--- src/rtl/eem16_pkg.sv ---
// Shared definitions for the score collector and the maxindex datapath it feeds.
// Letter index constants keep slot numbering and maxindex labels in one place.
package eem16_pkg;

  localparam int NUM_LETTERS = 26;
  localparam int SCORE_W     = 8;
  localparam int IDX_W       = 5;

  typedef logic [SCORE_W-1:0] score_t;
  typedef logic [IDX_W-1:0]   idx_t;

  typedef enum logic {
    FILL = 1'b0,
    FULL = 1'b1
  } coll_state_e;

  localparam idx_t L_A = 5'd0,  L_B = 5'd1,  L_C = 5'd2,  L_D = 5'd3,  L_E = 5'd4;
  localparam idx_t L_F = 5'd5,  L_G = 5'd6,  L_H = 5'd7,  L_I = 5'd8,  L_J = 5'd9;
  localparam idx_t L_K = 5'd10, L_L = 5'd11, L_M = 5'd12, L_N = 5'd13, L_O = 5'd14;
  localparam idx_t L_P = 5'd15, L_Q = 5'd16, L_R = 5'd17, L_S = 5'd18, L_T = 5'd19;
  localparam idx_t L_U = 5'd20, L_V = 5'd21, L_W = 5'd22, L_X = 5'd23, L_Y = 5'd24;
  localparam idx_t L_Z = 5'd25;

endpackage

--- src/rtl/score_collector_if.sv ---
// Serial score stream: one letter score per beat on a valid/ready handshake.
interface score_collector_if;
  import eem16_pkg::*;

  logic   in_valid;
  logic   in_ready;
  score_t in_score;
  logic   in_sof;

  modport master (output in_valid, in_score, in_sof, input  in_ready);
  modport slave  (input  in_valid, in_score, in_sof, output in_ready);

endinterface

--- src/rtl/score_collector.sv ---
// Collects 26 serial letter scores into a frame, presents it on a..z and holds
// it until the consumer acknowledges with frame_ready.
module score_collector
  import eem16_pkg::*;
(
  input  logic             clk,
  input  logic             rst,
  score_collector_if.slave s_in,
  output score_t           a, b, c, d, e, f, g, h, i, j, k, l, m,
  output score_t           n, o, p, q, r, s, t, u, v, w, x, y, z,
  output logic             frame_valid,
  input  logic             frame_ready,
  output logic             frame_err
);

  coll_state_e r_state, w_state_nxt;
  idx_t        r_cnt,   w_cnt_nxt;
  idx_t        w_wr_idx;
  logic        r_err,   w_err_nxt;
  logic        w_wr_en;
  logic        w_accept;
  score_t      r_slot [NUM_LETTERS];

  // Handshake outputs decode registered state only; no input reaches them.
  assign s_in.in_ready = (r_state == FILL);
  assign frame_valid   = (r_state == FULL);
  assign frame_err     = r_err;
  assign w_accept      = s_in.in_valid & s_in.in_ready;

  // NOTE: every signal gets its default before the case so no path leaves one unassigned (no latch).
  always_comb begin
    w_state_nxt = r_state;
    w_cnt_nxt   = r_cnt;
    w_err_nxt   = 1'b0;
    w_wr_en     = 1'b0;
    w_wr_idx    = r_cnt;
    case (r_state)
      FILL: begin
        if (w_accept) begin
          if (s_in.in_sof) begin
            w_wr_en   = 1'b1;
            w_wr_idx  = L_A;
            w_cnt_nxt = IDX_W'(1);
            w_err_nxt = (r_cnt != L_A);
          end else if (r_cnt == L_A) begin
            w_err_nxt = 1'b1;
          end else begin
            w_wr_en = 1'b1;
            if (r_cnt == L_Z) begin
              w_cnt_nxt   = L_A;
              w_state_nxt = FULL;
            end else begin
              w_cnt_nxt = r_cnt + IDX_W'(1);
            end
          end
        end
      end
      FULL: begin
        if (frame_ready) w_state_nxt = FILL;
      end
      default: w_state_nxt = FILL;
    endcase
  end

  // NOTE: non-blocking assignments keep every register sampling pre-edge values.
  always_ff @(posedge clk or posedge rst) begin
    if (rst) begin
      r_state <= FILL;
      r_cnt   <= L_A;
      r_err   <= 1'b0;
    end else begin
      r_state <= w_state_nxt;
      r_cnt   <= w_cnt_nxt;
      r_err   <= w_err_nxt;
    end
  end

  // NOTE: the slot array is reset because a..z must read zero after reset.
  always_ff @(posedge clk or posedge rst) begin
    if (rst) begin
      for (int idx = 0; idx < NUM_LETTERS; idx++) r_slot[idx] <= '0;
    end else if (w_wr_en) begin
      r_slot[w_wr_idx] <= s_in.in_score;
    end
  end

  assign a = r_slot[L_A];
  assign b = r_slot[L_B];
  assign c = r_slot[L_C];
  assign d = r_slot[L_D];
  assign e = r_slot[L_E];
  assign f = r_slot[L_F];
  assign g = r_slot[L_G];
  assign h = r_slot[L_H];
  assign i = r_slot[L_I];
  assign j = r_slot[L_J];
  assign k = r_slot[L_K];
  assign l = r_slot[L_L];
  assign m = r_slot[L_M];
  assign n = r_slot[L_N];
  assign o = r_slot[L_O];
  assign p = r_slot[L_P];
  assign q = r_slot[L_Q];
  assign r = r_slot[L_R];
  assign s = r_slot[L_S];
  assign t = r_slot[L_T];
  assign u = r_slot[L_U];
  assign v = r_slot[L_V];
  assign w = r_slot[L_W];
  assign x = r_slot[L_X];
  assign y = r_slot[L_Y];
  assign z = r_slot[L_Z];

endmodule

--- src/flat_wrapper.sv ---
// flat-port wrapper written by rule: the top's interface ports become plain ports
module score_collector_flat import eem16_pkg::*;
  (clk, rst, a, b, c, d, e, f, g, h, i, j, k, l, m, n, o, p, q, r, s, t, u, v, w, x, y, z, frame_valid, frame_ready, frame_err, s_in_in_valid, s_in_in_score, s_in_in_sof, s_in_in_ready);
  score_collector_if s_in_i ();
  input  logic clk;
  input  logic rst;
  output score_t a;
  output score_t b;
  output score_t c;
  output score_t d;
  output score_t e;
  output score_t f;
  output score_t g;
  output score_t h;
  output score_t i;
  output score_t j;
  output score_t k;
  output score_t l;
  output score_t m;
  output score_t n;
  output score_t o;
  output score_t p;
  output score_t q;
  output score_t r;
  output score_t s;
  output score_t t;
  output score_t u;
  output score_t v;
  output score_t w;
  output score_t x;
  output score_t y;
  output score_t z;
  output logic frame_valid;
  input  logic frame_ready;
  output logic frame_err;
  input wire logic [$bits(s_in_i.in_valid)-1:0] s_in_in_valid;
  input wire logic [$bits(s_in_i.in_score)-1:0] s_in_in_score;
  input wire logic [$bits(s_in_i.in_sof)-1:0] s_in_in_sof;
  output wire logic [$bits(s_in_i.in_ready)-1:0] s_in_in_ready;
  assign s_in_i.in_valid = s_in_in_valid;
  assign s_in_i.in_score = s_in_in_score;
  assign s_in_i.in_sof = s_in_in_sof;
  assign s_in_in_ready = s_in_i.in_ready;
  score_collector u_core (.clk(clk), .rst(rst), .s_in(s_in_i), .a(a), .b(b), .c(c), .d(d), .e(e), .f(f), .g(g), .h(h), .i(i), .j(j), .k(k), .l(l), .m(m), .n(n), .o(o), .p(p), .q(q), .r(r), .s(s), .t(t), .u(u), .v(v), .w(w), .x(x), .y(y), .z(z), .frame_valid(frame_valid), .frame_ready(frame_ready), .frame_err(frame_err));
endmodule
--- config.mk ---
export PLATFORM = sky130hd
export DESIGN_NAME = score_collector_flat
export DESIGN_NICKNAME = d
export VERILOG_FILES = /design/src/rtl/eem16_pkg.sv /design/src/rtl/score_collector_if.sv /design/src/rtl/score_collector.sv /design/src/flat_wrapper.sv
export SDC_FILE = /design/constraint.sdc
export NUM_CORES = 1
export LEC_CHECK = 0
export CELL_PAD_IN_SITES_DETAIL_PLACEMENT = 1
export CELL_PAD_IN_SITES_GLOBAL_PLACEMENT = 1
export CORE_MARGIN = 1
export CORE_UTILIZATION = 36
export DETAILED_ROUTE_END_ITERATION = 16
export PLACE_DENSITY = 0.87
export SYNTH_ARGS = -nofsm -noshare
export SYNTH_HDL_FRONTEND = slang
export SYNTH_SLANG_ARGS = --single-unit
--- constraint.sdc ---
create_clock -name clk -period 7.7 [get_ports clk]
set_input_delay 2.31 -clock clk [delete_from_list [all_inputs] [get_ports clk]]
set_output_delay 2.31 -clock clk [all_outputs]
set_load 0.01 [all_outputs]
==> flow_metrics.py <==
metrics = {
    "logic_synthesis": {
        "number_of_warnings_printed_during_yosys_synthesis": 0,
        "yosysTopAreaCell": "sky130_fd_sc_hd__dfrtp_1",
        "netlist_area_before_placement_um2": 8470,
        "portion_of_synthesized_cell_area_occupied_by_the_leading_cell_type_pct": 63.5,
        "syn_nets": 546,
        "yosysUniqueCellTypes": 39,
        "synth_seq_area_share_pct": 63.5,
        "synth_seq_cells": 215,
        "ys_top_cells_by_area": "sky130_fd_sc_hd__dfrtp_1 63%, sky130_fd_sc_hd__mux2_2 27%, sky130_fd_sc_hd__nor2_4 1.7%",
        "postSynthCellCount": 529,
        "mean_post_synth_cell_area_um2": 16.0,
    },
    "cells_and_area": {
        "layoutNonFillerInstCount": 1091,
        "commonest_cells_after_routing_fill_and_taps_aside": "223 x sky130_fd_sc_hd__clkdlybuf4s50_1, 215 x sky130_fd_sc_hd__dfrtp_1, 203 x sky130_fd_sc_hd__mux2_2",
        "layout-drive-gt1-share_pct": 36.0,
        "syn_to_layout_area_delta_pct": 39.9,
        "num-nets-final": 779,
        "antenna_fix_cells": 0,
        "mostFrequentLayoutCell": "sky130_fd_sc_hd__clkdlybuf4s50_1",
        "fillCellCount": 2218,
    },
    "floorplan": {
        "die_width_um": 155,
        "number_of_placed_i_o_pins": 224,
        "dieHeight_um": 155,
        "row_count": 55,
        "start_util_pct": 37.1,
        "floorplan.die_area_um2": 24200,
        "core_area_um2": 22800,
    },
    "clock_network": {
        "cts.clk_slew.worst_paths_ps": 50,
        "worstSkewPairLatency_ps": 510,
        "cts_repair_resize_count": 0,
        "cell_chosen_for_the_clock_root": "sky130_fd_sc_hd__clkbuf_16",
        "cts_hold_buffers": 0,
        "cts_sinks": 215,
        "tritoncts_clock_tree": "yes",
        "cts_buffer_count": 24,
        "ctsLongestPathBuffers": 3,
        "postCtsSetupRepairBufs": 0,
        "cts_max_level": 1,
    },
    "worst_setup_path": {
        "reg_to_reg_critical_path_startpoint": "u_core.r_cnt[1]$_DFFE_PP0P_",
        "cp.required_ps": 8080,
        "timing.setup.critical_path_class": "in -> reg",
        "critPathBufInv": 2,
        "critical_path.startpoint": "s_in_in_sof",
        "crit_path_end": "u_core.k[5]$_DFFE_PP0P_",
        "critPathSlowestCell": "sky130_fd_sc_hd__clkdlybuf4s50_1",
        "path_cells": "clkdlybuf4s50_1 > inv_1 > ha_1 > nor4b_4 > nand3_4 > nor2_2 > mux2_2",
        "crit_path_max_incr_delay_ps": 720,
        "worst-path-stages": 7,
        "worst_path_arrival_ps": 5120,
        "register_to_register_setup_slack_ps": 4430,
        "critical_path.endpoint_type": "flip-flop",
        "crit_path_start_kind": "input pin",
        "critPathTopFamily": "simple AND/OR/NAND/NOR gates",
        "worst-path-max-fanout": 10,
        "r2r.worst_path.cells": 8,
        "crit-reg2reg-capture": "u_core.k[5]$_DFFE_PP0P_",
    },
    "sta": {
        "worst_slew_margin_rel_pct": 12.4,
        "setup_tns_ps": 0,
        "skew_ps": 12.3,
        "finalHoldViolations": 0,
        "setup_viol_count_final": 0,
        "period_utilization_post_route_pct": 61.6,
        "max_slew_violation_total_from_the_final_report": 0,
        "worst-slew-pin-transition_ps": 1310,
        "grt_setup_unrepaired": "false",
        "fin_crit_period_ps": 4740,
        "max_freq_ghz": 0.211,
    },
    "detailed_routing": {
        "drt_first_pass_iters": 4,
        "drt_first_iter_violations": 161,
        "route.final.wire_length_mm": 23.5,
        "detailroute.via_count": 5374,
        "remaining_number_of_nets_flagged_by_the_antenna_check_after_routing": 0,
        "drc": 0,
        "wl_per_cell_um": 21.5,
        "drt-vias-per-instance": 4.93,
    },
    "run_status": {
        "result_of_the_run": "finished, final reports clean",
    },
    "place": {
        "gp_congestion": 0.745,
        "dp_hpwl_mm": 15.6,
        "portBuffers": 223,
        "numPlacedInstances": 1049,
    },
    "grt": {
        "first_global_vias": 6078,
        "grt_start_max_net_pins": 114,
        "track_usage_pct": 20.0,
        "grt_first_pass_wirelength_mm": 37.1,
        "antenna_found_initial": 0,
        "total_overflow_reported_by_the_global_router": 0,
    },
    "job": {
        "maxCapViolations": 0,
    },
    "power_and_ir_drop": {
        "power_per_cell_area_nw_per_um2": 327,
        "worst_vdd_ir_mv": 0.205,
        "power.leakage_nw": 5.37,
    },
    "worst_hold_path": {
        "hold_path.class": "reg -> reg",
    },
}
-- per-layer routing --
metal | share of wire, % | vias to the layer above | global-route usage, %
met5 | 0 | - | 0
met4 | 2.7 | 0 | 6.40
met3 | 5.0 | 36 | 3.87
met2 | 51 | 157 | 34.6
met1 | 41 | 2840 | 25.2
li1 | - | 2341 | -
-- metrics by stage --
stage / utilization [%] / setup WS, ps / power, W / instance area, um2 / hold slack (ps)
global route: 51.9 / 2780 / 0.00405 / 11900 / 513
detailed placement: 48.5 / 2440 / 0.00277 / 11100 / 474
finish: 51.9 / 2960 / 0.00387 / 11900 / 484
floorplan: - / 2590 / 0.00207 / 8480 / 529
CTS: 51.9 / 2970 / 0.00393 / 11900 / 486
global placement: 48.5 / 2540 / 0.00273 / 11100 / 469
-- worst register-to-register path, cell delays in order, from the launching register on --
cell                       delay (ps)
sky130_fd_sc_hd__dfrtp_1          530
sky130_fd_sc_hd__clkinv_1         310
sky130_fd_sc_hd__ha_1             270
sky130_fd_sc_hd__and2_1           140
sky130_fd_sc_hd__ha_1             250
sky130_fd_sc_hd__nor4b_4          610
sky130_fd_sc_hd__nand3_4          220
sky130_fd_sc_hd__nor2_2           420
sky130_fd_sc_hd__mux2_2           390
-- where the power goes --
part / internal, W / switching, W
registers: 0.00141 / 0.000173
logic: 0.000689 / 0.000482
clock network: 0.000672 / 0.000452
-- logic make-up after synthesis --
| logic type | Yosys count | share of synthesized area, % |
|---|---|---|
| muxes | 208 | 27.6 |
| AOI/OAI and AO/OA | 14 | 0.930 |
| DFF | 215 | 63.5 |
| and+or+nand+nor | 59 | 5.92 |
| buffers and inverters | 29 | 1.42 |
| adders and majority gates | 4 | 0.591 |
-- area by class of cell --
| class | instances | area [um2] | area share [%] |
|---|---|---|---|
| Clock buffer | 33 | 706 | 5.95 |
| Clock inverter | 9 | 78.8 | 0.665 |
| Inverter | 5 | 22.5 | 0.190 |
| Multi-Input combinational cell | 285 | 2970 | 25.1 |
| Sequential cell | 215 | 5380 | 45.4 |
| Tap cell | 313 | 392 | 3.30 |
| Timing Repair Buffer | 231 | 2300 | 19.4 |
-- cell usage after synthesis --
library cell and n:
sky130_fd_sc_hd__inv_1 4, sky130_fd_sc_hd__nor3b_1 3, sky130_fd_sc_hd__nor2_2 4, sky130_fd_sc_hd__o21ai_1 2, sky130_fd_sc_hd__buf_6 1, sky130_fd_sc_hd__nor4b_4 1, sky130_fd_sc_hd__dfrtp_1 215, sky130_fd_sc_hd__nand2_1 4
sky130_fd_sc_hd__mux2_2 203, sky130_fd_sc_hd__nor3b_4 1, sky130_fd_sc_hd__or3_1 1, sky130_fd_sc_hd__clkbuf_1 20, sky130_fd_sc_hd__nand3b_1 2, sky130_fd_sc_hd__mux2_1 5, sky130_fd_sc_hd__o31ai_1 1, sky130_fd_sc_hd__a311oi_1 1
sky130_fd_sc_hd__nand4b_1 1, sky130_fd_sc_hd__ha_1 4, sky130_fd_sc_hd__nand2b_1 1, sky130_fd_sc_hd__clkinv_1 1, sky130_fd_sc_hd__nand3_4 3, sky130_fd_sc_hd__nand2_2 2, sky130_fd_sc_hd__nand3b_2 1, sky130_fd_sc_hd__nand3_1 6
sky130_fd_sc_hd__and3b_1 1, sky130_fd_sc_hd__nor2_4 13, sky130_fd_sc_hd__buf_2 3, sky130_fd_sc_hd__o21ai_0 8, sky130_fd_sc_hd__nand4_1 1, sky130_fd_sc_hd__nor2_1 4, sky130_fd_sc_hd__and3_1 1, sky130_fd_sc_hd__and2_1 1
sky130_fd_sc_hd__a21oi_1 1, sky130_fd_sc_hd__nand4_2 2, sky130_fd_sc_hd__nor3_1 3, sky130_fd_sc_hd__or2_2 1, sky130_fd_sc_hd__o21a_1 1, sky130_fd_sc_hd__and4b_1 1, sky130_fd_sc_hd__or3b_2 1
-- worst min path at each step --
| stage | from | endpoint | slack, ps | cells past startpoint |
|---|---|---|---|---|
| finish | u_core.p[7]$_DFFE_PP0P_ | u_core.p[7]$_DFFE_PP0P_ | 480 | 1 |
| global route | u_core.v[0]$_DFFE_PP0P_ | u_core.v[0]$_DFFE_PP0P_ | 510 | 1 |
| CTS | u_core.p[7]$_DFFE_PP0P_ | u_core.p[7]$_DFFE_PP0P_ | 490 | 1 |
| detailed placement | u_core.p[7]$_DFFE_PP0P_ | u_core.p[7]$_DFFE_PP0P_ | 470 | 1 |
| global placement | u_core.p[7]$_DFFE_PP0P_ | u_core.p[7]$_DFFE_PP0P_ | 470 | 1 |
| floorplan | u_core.p[7]$_DFFE_PP0P_ | u_core.p[7]$_DFFE_PP0P_ | 530 | 1 |
Power figures use the tool's default switching activity.
